--- config.mk ---
export PLATFORM = sky130hd
export DESIGN_NAME = mux4_rr_sched
export DESIGN_NICKNAME = d
export VERILOG_FILES = /design/src/rtl/mux4_rr_sched.sv
export SDC_FILE = /design/constraint.sdc
export NUM_CORES = 1
export LEC_CHECK = 0
export BUFFER_PORTS_ARGS = -buffer_cell sky130_fd_sc_hd__buf_2
export CORE_MARGIN = 1
export CORE_UTILIZATION = 52
export CTS_CLUSTER_DIAMETER = 50
export DETAILED_ROUTE_END_ITERATION = 8
export GPL_TIMING_DRIVEN = 0
export PLACE_DENSITY = 0.9
export SETUP_SLACK_MARGIN = 0.4
export SLEW_MARGIN = 20
export SYNTH_ARGS = -nofsm -noshare
export SYNTH_HDL_FRONTEND = slang
export SYNTH_SLANG_ARGS = --single-unit
--- constraint.sdc ---
create_clock -name clk -period 3 [get_ports clk]
set_clock_uncertainty 0.15 [all_clocks]
set_input_delay 0.15 -clock clk [delete_from_list [all_inputs] [get_ports clk]]
set_output_delay 0.15 -clock clk [all_outputs]
set_load 0.05 [all_outputs]
--- src/rtl/mux4_rr_sched.sv ---
// Round-robin scheduler for a shared 4:1 selector. Each grant lasts at most DWELL cycles.
// Optional debug LED rotator is enabled by defining MUX4_RR_LED_DBG_EN.
module mux4_rr_sched #(
   parameter int unsigned DWELL = 4,
   parameter int unsigned CNT_W = 8
) (
   input  logic        clk,
   input  logic        rst,
   input  logic [3:0]  req,
   output logic [1:0]  sel,
   output logic [3:0]  gnt,
   output logic        busy,
   output logic [15:0] led
);

   typedef enum logic {
      IDLE  = 1'b0,
      GRANT = 1'b1
   } state_t;

   localparam logic [CNT_W-1:0] DWELL_LAST = CNT_W'(DWELL - 1);

   state_t           r_state;
   logic [1:0]       r_ptr;
   logic [CNT_W-1:0] r_cnt;
   logic [1:0]       r_sel;
   logic [3:0]       r_gnt;
   logic             r_busy;

   logic             w_release;
   logic [1:0]       w_base;
   logic [1:0]       w_idx;
   logic [1:0]       w_win;
   logic             w_found;

   // The search base is ptr while idle, and cur+1 on a release edge. That is
   // the value ptr is about to take, so the release edge can arbitrate immediately.
   always_comb begin
      // NOTE: every combinational output gets a default first; otherwise a latch is inferred.
      w_release = (r_state == GRANT) && (!req[r_sel] || (r_cnt == DWELL_LAST));
      w_base    = (r_state == GRANT) ? (r_sel + 2'd1) : r_ptr;
      w_found   = 1'b0;
      w_win     = w_base;
      w_idx     = w_base;
      for (int k = 3; k >= 0; k--) begin
         w_idx = w_base + 2'(k);
         if (req[w_idx]) begin
            w_found = 1'b1;
            w_win   = w_idx;
         end
      end
   end

   always_ff @(posedge clk) begin
      // NOTE: sequential state uses non-blocking assignments, so every register samples pre-edge values.
      if (!rst) begin
         r_state <= IDLE;
         r_ptr   <= 2'd0;
         r_cnt   <= '0;
         r_sel   <= 2'd0;
         r_gnt   <= 4'd0;
         r_busy  <= 1'b0;
      end else begin
         case (r_state)
            IDLE: begin
               if (w_found) begin
                  r_gnt   <= 4'(1) << w_win;
                  r_sel   <= w_win;
                  r_cnt   <= '0;
                  r_busy  <= 1'b1;
                  r_state <= GRANT;
               end
            end
            GRANT: begin
               if (!w_release) begin
                  r_cnt <= r_cnt + 1'b1;
               end else begin
                  r_ptr <= w_base;
                  if (w_found) begin
                     r_gnt <= 4'(1) << w_win;
                     r_sel <= w_win;
                     r_cnt <= '0;
                  end else begin
                     r_gnt   <= 4'd0;
                     r_busy  <= 1'b0;
                     r_state <= IDLE;
                  end
               end
            end
            default: r_state <= IDLE;
         endcase
      end
   end

   assign sel  = r_sel;
   assign gnt  = r_gnt;
   assign busy = r_busy;

`ifdef MUX4_RR_LED_DBG_EN
   logic        w_new_grant;
   logic [15:0] r_led;

   assign w_new_grant = w_found && ((r_state == IDLE) || w_release);

   always_ff @(posedge clk) begin
      if (!rst) begin
         r_led <= 16'h0001;
      end else if (w_new_grant) begin
         r_led <= {r_led[14:0], r_led[15]};
      end
   end

   assign led = r_led;
`else
   assign led = 16'h0000;
`endif

   a_gnt_onehot0 : assert property (@(posedge clk) disable iff (!rst) $onehot0(r_gnt));
   a_busy_match  : assert property (@(posedge clk) disable iff (!rst) r_busy == (|r_gnt));
   a_sel_match   : assert property (@(posedge clk) disable iff (!rst) r_busy |-> r_gnt[r_sel]);
   a_cnt_bound   : assert property (@(posedge clk) disable iff (!rst) r_cnt <= DWELL_LAST);

endmodule

==> results of run 1 <==
## path summary, 6_finish.rpt
kind | startpoint | end | slack, ns | cells after the start
setup / recovery | r_cnt[0] | sel[1] | 0.61 | 7
hold / removal | rst | r_cnt[5] | 0.03 | 2
setup reg to reg | r_cnt[0] | sel[1] | 0.61 | 7
hold reg to reg | gnt[3] | gnt[3] | 0.32 | 2
## stage by stage
stage	cell area (sq um)	power, mW	worst slack (ns)	utilization
after global placement	1290	0.500	0.715	0.643
after floorplan	1190	0.467	0.528	-
after CTS	1310	0.621	0.612	0.654
after global routing	1320	0.653	0.502	0.657
after detailed placement	1290	0.506	0.637	0.643
final	1320	0.620	0.613	0.657
## placed cells by master (no fill, tap or decap), types with 4 or more instances in the layout
cell type  count
nand3_1        5
a21oi_1        6
dfxtp_1       18
a32o_1         4
o211ai_1       4
nor2_1         7
nand2_1       11
buf_4         18
conb_1        16
buf_2         12
o21ai_0        5
and2_1         4
## report_power, final
part           internal [mW]  switching, mW
Clock                 0.0468         0.0697
Combinational         0.0759          0.160
Sequential             0.256         0.0122
## cell type report
class                           instances  area [sq um]
Clock buffer                            3          22.5
Multi-Input combinational cell        105           677
Fill cell                             187           687
Buffer                                 21           154
Tap cell                               27          33.8
Sequential cell                        18           360
Timing Repair Buffer                   12          60.1
Inverter                                2          7.51
## state kept, by name (all words and copies together) (netlist names)
name / flops
r_state: 1
busy: 1
gnt: 4
r_ptr: 2
r_cnt: 8
sel: 2
## metal layers
metal  vias to the layer above  wire [um]
li1                        508          -
met1                       464        929
met2                        23       1200
met3                         4        109
met4                         0         26
met5                         -          0
## kinds of logic after synthesis
group | count (synthesis) | share of synthesized area
AO/OA/AOI/OAI | 38 | 0.250
XOR/XNOR | 1 | 0.00771
adder cells (fa/ha/maj) | 1 | 0.0110
buffers and inverters | 23 | 0.142
flip-flops | 18 | 0.317
multiplexers | 2 | 0.0286
other | 1 | 0.00330
AND/OR/NAND/NOR | 47 | 0.240
## critical path, cell delays in order, from the launching register on
cell and delay (ns):
dfxtp_1 0.38, ha_1 0.21, or4b_4 0.49, o211a_1 0.25
buf_6 0.14, nor2_4 0.10, or4b_1 0.46, a21boi_1 0.14
## cells in the mapped netlist, types with 2 or more instances
cell	count
nor2_1	7
and3b_1	3
o221a_2	2
a21oi_1	6
inv_1	2
o211a_1	2
nand3_1	5
o211ai_1	4
buf_4	18
o21a_1	3
and2_1	4
o31ai_1	3
o21ai_0	5
a32o_1	4
nand2_1	11
and3_2	2
nand2b_1	3
dfxtp_1	18
==> results.cfg, run 1 <==
[run_status]
status = finished clean

[global_route]
grt_first_pass_wirelength_mm = 3.73
use_met1 = 0.208
grt_max_degree = 11
grt_util_met3 = 0.0283
antenna_found_initial = 0
grt_use_met2 = 0.384
grt_pass1_vias = 914
groute.usage.overall = 0.202
grt_overflow_total = 0
grt-busiest-layer = met2

[drt]
wl_per_cell_um = 12.0
avgViaCountPerCell = 5.31
finalWirelength_mm = 2.26
vias = 999
drtAntennaViolNets = 0
drt_pass1_iterations = 4
drcViolationCount = 0
drt_first_iter_violations = 23

[min_path]
hold_path_class = input port to flip-flop

[sta]
maxSlewHeadroom = 0.559
finalSetupViolations = 0
fin_setup_tns_ns = 0
hold_violations = 0
rsz0062_at_grt = no
timing.hold.ws_ns = 0.0320
fin_crit_ns = 2.39
slew_violations = 0
timing.final.crit_share = 0.796
max_freq_mhz = 419
worst_slew_pin_slew_ns = 0.656

[setup_path]
cp_max_fo = 9
cp-start-kind = flip-flop
crit_type = flip-flop to flip-flop
end_kind = flip-flop
arrival_ns = 2.46
cp.required_ns = 3.08

[cts]
post_cts.repair.setup_buffers = 0
cts_buffers = 3
htreeDepth = 1
cts_sinks = 18
root_buffer = clkbuf_4
post_cts_resized = 0
cts_tree = built
clk_pin_slew_ns = 0.09
clock_latency_ns = 0.29
cts_max_path_buffers = 2
ctsHoldBuffers = 0

[synth]
ys.flop_type = dfxtp_1
syn_avg_cell_area_sq_um = 8.67
synth_top_area_cell = dfxtp_1
yosysTopAreaCellShare = 0.317
synthTopCellsByArea = dfxtp_1 (32%), buf_4 (12%), nand2_1 (3.6%), a32o_1 (3.5%), a21oi_1 (2.6%)
ys_warn_count = 0
synth_edf_count = 0
synth_cell_types = 47
ys_seq_area_frac = 0.317
synth_seq_cells = 18
syn_area_sq_mm = 0.00114
synthCells = 131
async_flop_share = 0

[layout]
n_antenna_cell = 0
drive_gt1_frac = 0.273
nets = 170
layout.cells.non_filler = 188
syn2layout_area_growth_pct = 15.7

[placement]
globalplace.congestion = 0.824
place_inst = 185
hpwl_mm = 1.74
port_buffers = 12

[flow_run]
drv_cap = 0

[die]
coreArea_sq_mm = 0.00200
fp.dieH_um = 48.7
initial_core_util = 0.568
die_x_um = 48.7
ios = 29
die_area_sq_mm = 0.00238
num_rows = 16

[power]
power.leakage_nw = 0.618
power.density_mw_per_mm2 = 472
ir_worst_vdd_mv = 0.415
(Power assumes the default switching activity.)
==> run 2, diff against run 1 <==
==> constraint.sdc (replaced) <==
create_clock -name clk -period 2.3 [get_ports clk]
set_clock_uncertainty 0.15 [all_clocks]
set_input_delay 0.115 -clock clk [delete_from_list [all_inputs] [get_ports clk]]
set_output_delay 0.115 -clock clk [all_outputs]
set_load 0.05 [all_outputs]
==> run 2 against run 1 <==
  * Critical path type unchanged
  * Wire length grew 16%
  * Critical path depth unchanged
  * Sequential cell count did not move
  * Sequential power up 32%
  * Design area up 11%
  * Worst hold slack improved by 0.13 ns
  * Die area unchanged
  * Largest cell class unchanged
  * Total power increased by 41%
  * Largest power group unchanged
  * Critical endpoint unchanged
  * Register-to-register slack got worse by 0.49 ns
  * Maximum frequency grew 9.6%
  * Combinational power rose by 47%
==> results.cfg, run 2 (synthesis gave the netlist of run 1 again) <==
[global_route]
antenna_found_initial = 0
grt_first_pass_wirelength_mm = 4.18
use_met1 = 0.248
grt_use_met2 = 0.414
grt_util_met3 = 0.0346
grt_pass1_vias = 978
groute.usage.overall = 0.219
grt_max_degree = 11
grt-busiest-layer = met2
grt_overflow_total = 0

[power]
power.density_mw_per_mm2 = 599
p_comb_frac = 0.398
p_clk_frac = 0.198
fin_total_pwr_mw = 0.873
internal_power_mw = 0.528
power.switching_mw = 0.345
ir_worst_vdd_mv = 0.496
power.share.sequential = 0.405
sw_frac_of_total = 0.395
power.leakage_nw = 0.674

[flow_run]
drv_cap = 0

[placement]
hpwl_mm = 1.79
port_buffers = 12
place_inst = 185
dpl-instance-area_sq_mm = 0.00130
globalplace.congestion = 0.781

[cts]
cts_sinks = 18
htreeDepth = 1
clock_latency_ns = 0.31
cts_buffers = 3
cts_tree = built
clk_pin_slew_ns = 0.10
cts_max_path_buffers = 2
root_buffer = clkbuf_4

[die]
coreArea_sq_mm = 0.00200
die_area_sq_mm = 0.00238
die_x_um = 48.7
num_rows = 16
ios = 29
fp.dieH_um = 48.7
initial_core_util = 0.568

[setup_path]
arrival_ns = 2.27
cp_max_fo = 2
cp.required_ns = 2.39
slowest_stage = or4b_4
max_stage_delay_ns = 0.45
crit_type = flip-flop to flip-flop
end_kind = flip-flop
path_cells = ha_4, or4b_4, o211a_1, buf_6, nor2_4, or4b_1, a21boi_1
cp-start-kind = flip-flop

[sta]
max_freq_mhz = 459
hold_violations = 0
timing.hold.ws_ns = 0.163
slew_violations = 0
rsz0062_at_grt = yes
timing.final.crit_share = 0.947
fin_crit_ns = 2.18
maxSlewHeadroom = 0.300
finalSetupViolations = 0
worst_slew_pin_slew_ns = 1.04

[drt]
drtAntennaViolNets = 0
avgViaCountPerCell = 5.37
drt_pass1_iterations = 4
drcViolationCount = 0
finalWirelength_mm = 2.63
drt_first_iter_violations = 14
wl_per_cell_um = 13.2
vias = 1069

[layout]
largest_reg_flops = 8
final_common_cell = buf_4
nFillCells = 170
syn2layout_area_growth_pct = 28.2
multi_input_area_sq_um = 714
regArea_sq_um = 370
drive_gt1_frac = 0.360
layout.cells.non_filler = 199
final_area_sq_mm = 0.00146
nets = 180
largest-register = r_cnt
final_cell_mix = buf_4 (24), conb_1 (16), dfxtp_1 (14), buf_2 (12), nand2_1 (10)
n_antenna_cell = 0

[min_path]
hold_path_class = input port to flip-flop

[run_status]
status = finished clean
[run 2: cell type report]
cell class                      instances  area share
Multi-Input combinational cell        105       0.491
Buffer                                 21       0.109
Tap cell                               27      0.0232
Sequential cell                        18       0.254
Timing Repair Buffer                   22      0.0997
Inverter                                2     0.00515
Clock buffer                            4      0.0180
[run 2: metal layers]
layer,share of wire,wire length [um]
met1,0.44,1150
met2,0.52,1370
met3,0.026,69
met4,0.013,33
met5,0,0
[run 2: critical path, delay by kind of cell (launching register included)]
family	cells	cell delay [ns]
AO/OA/AOI/OAI	2	0.38
adder cells (fa/ha/maj)	1	0.13
buffers and inverters	1	0.12
flip-flops	1	0.38
AND/OR/NAND/NOR	3	0.95
[run 2: worst paths after layout]
check	end	slack, ns	depth (start not counted)	start
worst min-delay path	sel[1]	0.16	4	req[1]
worst min register to register	gnt[3]	0.32	2	gnt[3]
worst max register to register	sel[1]	0.12	7	r_cnt[0]
worst max-delay path	sel[1]	0.12	7	r_cnt[0]
[run 2: power groups by stage]
stage | Combinational (mW) | Clock (mW) | Sequential (mW)
CTS | 0.315 | 0.168 | 0.352
global placement | 0.298 | 0 | 0.358
finish | 0.347 | 0.172 | 0.353
floorplan | 0.203 | 0 | 0.409
detailed placement | 0.306 | 0 | 0.360
global route | 0.369 | 0.192 | 0.357
[run 2: metrics by stage]
step | setup slack (ns) | util | setup TNS (ns)
2_1_floorplan | 0.114 | - | 0
3_3_place_gp | 0.0489 | 0.649 | 0
3_5_place_dp | -0.00370 | 0.649 | -0.00370
4_1_cts | 0.121 | 0.693 | 0
5_1_grt | 0.0468 | 0.728 | 0
6_report | 0.122 | 0.728 | 0
[run 2: what timing repair did]
item                                    4_1_cts  5_1_grt
endpoints found under the setup margin       16       17
gates resized for setup                       3       11
setup buffers                                 5        4
hold buffers                                  1        0
pin swaps                                     3        3
endpoints found under the hold margin         3        0
